**config.mk**
```make
export PLATFORM = sky130hd
export DESIGN_NAME = word_byte_serializer_flat
export DESIGN_NICKNAME = d
export VERILOG_FILES = /design/src/rtl/word_byte_serializer_if.sv /design/src/rtl/word_byte_serializer.sv /design/src/flat_wrapper.sv
export SDC_FILE = /design/constraint.sdc
export NUM_CORES = 1
export LEC_CHECK = 0
export BUFFER_PORTS_ARGS = -buffer_cell sky130_fd_sc_hd__buf_2
export CAP_MARGIN = 15
export CORE_ASPECT_RATIO = 0.7
export CORE_MARGIN = 3
export CORE_UTILIZATION = 49
export DETAILED_ROUTE_END_ITERATION = 16
export GPL_TIMING_DRIVEN = 1
export PLACE_DENSITY = 0.76
export SETUP_SLACK_MARGIN = 0.3
export SLEW_MARGIN = 30
export SYNTH_ARGS = -nofsm -noshare
export SYNTH_HDL_FRONTEND = slang
export SYNTH_SLANG_ARGS = --single-unit
```
**constraint.sdc**
```tcl
create_clock -name clk -period 2.3 [get_ports clk]
set_input_delay 0.46 -clock clk [delete_from_list [all_inputs] [get_ports clk]]
set_output_delay 0.46 -clock clk [all_outputs]
set_load 0.02 [all_outputs]
```
**src/rtl/word_byte_serializer_if.sv**
```systemverilog
// Word-in / byte-out stream bundle for word_byte_serializer.
// master drives the word and takes the bytes; slave is the serializer itself.
interface word_byte_serializer_if #(
  parameter int unsigned BYTE_W    = 8,
  parameter int unsigned NUM_BYTES = 7
);
  localparam int unsigned IdxW = $clog2(NUM_BYTES);

  logic [BYTE_W*NUM_BYTES-1:0] in_word;
  logic                        in_valid;
  logic                        in_ready;
  logic [BYTE_W-1:0]           out_data;
  logic                        out_valid;
  logic                        out_ready;
  logic                        out_last;
  logic [IdxW-1:0]             out_idx;
  logic                        out_uniform;

  modport master (
    output in_word, in_valid, out_ready,
    input  in_ready, out_data, out_valid, out_last, out_idx, out_uniform
  );

  modport slave (
    input  in_word, in_valid, out_ready,
    output in_ready, out_data, out_valid, out_last, out_idx, out_uniform
  );
endinterface

```
**src/rtl/word_byte_serializer.sv**
```systemverilog
// Accepts one NUM_BYTES-wide word and streams its bytes out one per cycle,
// flagging replicated-byte words and counting completed words.
module word_byte_serializer #(
  parameter int unsigned BYTE_W    = 8,
  parameter int unsigned NUM_BYTES = 7,
  parameter bit          MSB_FIRST = 1'b0,
  parameter int unsigned CNT_W     = 16
) (
  input  logic                    clk,
  input  logic                    rst,
  word_byte_serializer_if.slave   bus,
  output logic [CNT_W-1:0]        word_count
);

  localparam int unsigned WordW = BYTE_W * NUM_BYTES;
  localparam int unsigned IdxW  = $clog2(NUM_BYTES);
  localparam logic [IdxW-1:0] LastIdx = IdxW'(NUM_BYTES - 1);

  localparam logic StIdle = 1'b0;
  localparam logic StSend = 1'b1;

  if (NUM_BYTES < 2) begin : g_bad_num_bytes
    $error("word_byte_serializer: NUM_BYTES must be at least 2");
  end

  logic             state_q, state_d;
  logic [WordW-1:0] shreg_q, shreg_d;
  logic [IdxW-1:0]  idx_q, idx_d;
  logic             uniform_q, uniform_d;
  logic [CNT_W-1:0] cnt_q, cnt_d;

  logic out_valid;
  logic out_last;
  logic fire;
  logic fire_last;
  logic load;
  logic in_uniform;

  assign out_valid = (state_q == StSend);
  assign out_last  = out_valid && (idx_q == LastIdx);
  assign fire      = out_valid && bus.out_ready;
  assign fire_last = fire && out_last;

  // Accepting on the last-byte handshake lets a new word follow without a bubble.
  assign bus.in_ready = !rst && ((state_q == StIdle) || fire_last);
  assign load         = bus.in_valid && bus.in_ready;

  always_comb begin
    in_uniform = 1'b1;
    for (int unsigned i = 1; i < NUM_BYTES; i++) begin
      if (bus.in_word[i*BYTE_W +: BYTE_W] != bus.in_word[BYTE_W-1:0]) begin
        in_uniform = 1'b0;
      end
    end
  end

  always_comb begin
    state_d   = state_q;
    shreg_d   = shreg_q;
    idx_d     = idx_q;
    uniform_d = uniform_q;
    cnt_d     = cnt_q;

    if (fire_last) begin
      cnt_d = cnt_q + CNT_W'(1);
    end

    if (load) begin
      state_d   = StSend;
      shreg_d   = bus.in_word;
      idx_d     = '0;
      uniform_d = in_uniform;
    end else if (fire_last) begin
      state_d   = StIdle;
      shreg_d   = '0;
      idx_d     = '0;
      uniform_d = 1'b0;
    end else if (fire) begin
      idx_d = idx_q + IdxW'(1);
      if (MSB_FIRST) begin
        shreg_d = shreg_q << BYTE_W;
      end else begin
        shreg_d = shreg_q >> BYTE_W;
      end
    end
  end

  always_ff @(posedge clk or posedge rst) begin
    if (rst) begin
      state_q   <= StIdle;
      shreg_q   <= '0;
      idx_q     <= '0;
      uniform_q <= 1'b0;
      cnt_q     <= '0;
    end else begin
      state_q   <= state_d;
      shreg_q   <= shreg_d;
      idx_q     <= idx_d;
      uniform_q <= uniform_d;
      cnt_q     <= cnt_d;
    end
  end

  // The shift register is zero outside SEND, so out_data reads 0 when idle.
  if (MSB_FIRST) begin : g_msb
    assign bus.out_data = shreg_q[WordW-1 -: BYTE_W];
  end else begin : g_lsb
    assign bus.out_data = shreg_q[BYTE_W-1:0];
  end

  assign bus.out_valid   = out_valid;
  assign bus.out_last    = out_last;
  assign bus.out_idx     = idx_q;
  assign bus.out_uniform = uniform_q;
  assign word_count      = cnt_q;

endmodule
```
**src/flat_wrapper.sv**
```systemverilog
// flat-port wrapper written by rule: the top's interface ports become plain ports
module word_byte_serializer_flat 
#(
  parameter int unsigned BYTE_W    = 8,
  parameter int unsigned NUM_BYTES = 7,
  parameter bit          MSB_FIRST = 1'b0,
  parameter int unsigned CNT_W     = 16
)
  (clk, rst, word_count, bus_in_word, bus_in_valid, bus_out_ready, bus_in_ready, bus_out_data, bus_out_valid, bus_out_last, bus_out_idx, bus_out_uniform);
  word_byte_serializer_if #(.BYTE_W(BYTE_W), .NUM_BYTES(NUM_BYTES)) bus_i ();
  input  logic clk;
  input  logic rst;
  output logic [CNT_W-1:0] word_count;
  input wire logic [$bits(bus_i.in_word)-1:0] bus_in_word;
  input wire logic [$bits(bus_i.in_valid)-1:0] bus_in_valid;
  input wire logic [$bits(bus_i.out_ready)-1:0] bus_out_ready;
  output wire logic [$bits(bus_i.in_ready)-1:0] bus_in_ready;
  output wire logic [$bits(bus_i.out_data)-1:0] bus_out_data;
  output wire logic [$bits(bus_i.out_valid)-1:0] bus_out_valid;
  output wire logic [$bits(bus_i.out_last)-1:0] bus_out_last;
  output wire logic [$bits(bus_i.out_idx)-1:0] bus_out_idx;
  output wire logic [$bits(bus_i.out_uniform)-1:0] bus_out_uniform;
  assign bus_i.in_word = bus_in_word;
  assign bus_i.in_valid = bus_in_valid;
  assign bus_i.out_ready = bus_out_ready;
  assign bus_in_ready = bus_i.in_ready;
  assign bus_out_data = bus_i.out_data;
  assign bus_out_valid = bus_i.out_valid;
  assign bus_out_last = bus_i.out_last;
  assign bus_out_idx = bus_i.out_idx;
  assign bus_out_uniform = bus_i.out_uniform;
  word_byte_serializer #(.BYTE_W(BYTE_W), .NUM_BYTES(NUM_BYTES), .MSB_FIRST(MSB_FIRST), .CNT_W(CNT_W)) u_core (.clk(clk), .rst(rst), .bus(bus_i), .word_count(word_count));
endmodule
```
==> metrics <==
area delta synth->final 20.5%; net switching power 1.56 mW; Synth area leader dfrtp_1; Crit. End Element output port; Startpoint Class flip-flop; Worst-Margin Slew 579 ps; Ant. Diodes 0; register share of total power 42.0%; Core Area 0.00761 sq mm; FF+latch count, synth 77; Syn Inst Count 394; Post-DP HPWL 6660 microns; DRC 0; Initial DRC Count 270; Mapped Area 0.00400 sq mm; synth top area cells dfrtp_1 48%, mux2i_1 12%, o31ai_1 9.0%; crit share post-route 83.5%; # IOs 91; Mean Syn Cell Area 10.1 sq um; number of nets with antenna violations after routing 0; PwrDens 998 mW/mm^2; Placer Congestion 0.842; vias 3,271; Clk pwr share 28.9%; Fin Setup TNS 0 ps; first-pass GRT wire length 15,500 microns; Peak VDD IR 0.541 mV; leakage 2.33 nW; post-route minimum period 1920 ps; sequential area share after synthesis 48.2%; Rows 26; synth unique cells 32; Sw Ratio 32.4%; worst hold path class primary input to asynchronous set/reset pin; max-cap check violation count 0; skew final 3.20 ps; kind of critical path flip-flop to output port; fraction of registers with async set/reset 100%; Fmax 521 MHz; Syn Nets 457; Buffers on Ports 90; initial antenna violation count 0; Slew Viols, Final 0; vias in the first global route 3,065; Comb pwr share 29.1%; CTS tree done; clk_lat worst skew 330 ps; die area 0.00930 sq mm; # fillers 644; CP required 1840 ps; clk buf depth 2; clk slew on worst S/H paths 60 ps; Wirelength per Cell 16.3 microns; layout cells sized above 1 25.7%; total clock sinks 77; Global Route Usage Sum 21.4%; CTS buffer count 9; outcome finished clean; Via density 5.72; Die Y 81.6 microns; ys flop type dfrtp_1; Initial Util 52.5%; GRT Residual Overflow 0; count leader, synth dfrtp_1; Slew Limit Headroom 61.3%; RSZ-0062 raised after global routing false; Final Setup Violations 0; synth warn 0; Pre-antenna DRT Iters 5; H-tree depth 3; Tot Pwr 4.81 mW; synth cell count leaders 77 x dfrtp_1, 72 x nand2_1, 49 x mux2i_1; EDFF count, synth 0; nets@finish 532; largest net degree at the start of global routing 56; Die X 114 microns; Int Pwr 3.25 mW; Worst Path Arrival 1460 ps; area share of the largest cell type after synthesis 48.2%; final hold viol count 0; Max Fanout on Critical Path 4; root buf cell clkbuf_16; WL final 9330 microns
[power groups by stage]
stage	sequential [mW]	clock (mW)	combinational, mW
final	2.02	1.39	1.40
after global routing	2.07	1.49	1.56
after CTS	2.01	1.42	1.41
after detailed placement	2.04	0	1.41
after global placement	2.02	0	1.37
after floorplan	2.02	0	1.06
[routing by layer]
layer  global-route usage [%]  up-vias  wire, microns
met4                     4.98        0             62
met5                        0        -              0
met2                     31.3      130           4130
li1                         -     1577              -
met1                     31.4     1555           4410
met3                     6.19        9            723
[registers in the layout (all words and copies together) (netlist names)]
signal and flops:
u_core.bus.out_uniform 1, u_core.bus.out_idx 3, u_core.word_count 16, u_core.shreg_q 56, u_core.bus.out_valid 1
[layout make-up]
cell class | instances | area (sq um) | area share, %
Clock buffer | 11 | 243 | 5.04
Clock inverter | 5 | 50.0 | 1.04
Inverter | 3 | 15.0 | 0.312
Multi-Input combinational cell | 280 | 1880 | 39.1
Sequential cell | 77 | 1930 | 40.0
Tap cell | 98 | 123 | 2.55
Timing Repair Buffer | 98 | 576 | 12.0
[worst max-delay path, stage by stage, from the launching register on]
cell	delay, ps
dfrtp_1	400
inv_2	80
ha_2	200
nand3_1	120
a21oi_2	160
buf_4	160
[path summary, 6_finish.rpt]
path | start | endpoint | slack, ps | cells past startpoint
min in group clk | bus_in_word[30] | u_core.shreg_q[30] | 350 | 3
hold reg to reg | u_core.word_count[15] | u_core.word_count[15] | 480 | 1
setup reg to reg | u_core.bus.out_idx[0] | u_core.bus.out_uniform | 430 | 8
max in group asynchronous | rst | u_core.shreg_q[4] | 1460 | 3
hold / removal | rst | u_core.bus.out_valid | 200 | 2
setup / recovery | u_core.bus.out_idx[0] | bus_in_ready | 380 | 5
[repair_timing]
item / in CTS / in global routing
setup endpoints to repair: 1 / 6
gates resized for setup: 1 / 3
pin swaps: 0 / 2
hold buffers: 0 / 0
setup buffers: 0 / 1
[layout by cell type (no fill, tap or decap), drive strengths merged, types with 4 or more instances in the layout]
cell type / instances
buf: 98
xor2: 5
clkbuf: 11
xnor2: 18
a31oi: 4
nor2: 10
o31ai: 48
o21ai: 9
or4: 7
mux2i: 49
dfrtp: 77
nand2: 72
nand4: 11
or3: 5
and3: 8
nor3: 5
nand3: 8
clkinv: 4
[logic make-up (layout without fill, tap and decap cells)]
logic type,Yosys count,count (layout),share of synthesized area (%)
AO/OA/AOI/OAI,70,70,12.3
XOR/XNOR,23,23,5.04
adder cells (fa/ha/maj),3,3,0.939
buffers and inverters,37,117,5.07
flip-flops,77,77,48.2
multiplexers,50,50,12.6
AND/OR/NAND/NOR,134,134,15.9
[per-stage QoR]
stage | std cells | hold WS (ps) | setup slack, ps | cell area (sq um) | utilization (%)
5_1_grt | 572 | 228 | 305 | 4820 | 63.3
3_5_place_dp | 555 | 461 | 389 | 4510 | 59.2
2_1_floorplan | 394 | 502 | 338 | 4010 | -
4_1_cts | 571 | 210 | 307 | 4800 | 63.1
3_3_place_gp | 555 | 458 | 408 | 4510 | 59.2
6_report | 572 | 201 | 380 | 4820 | 63.3
(Power assumes the default switching activity.)
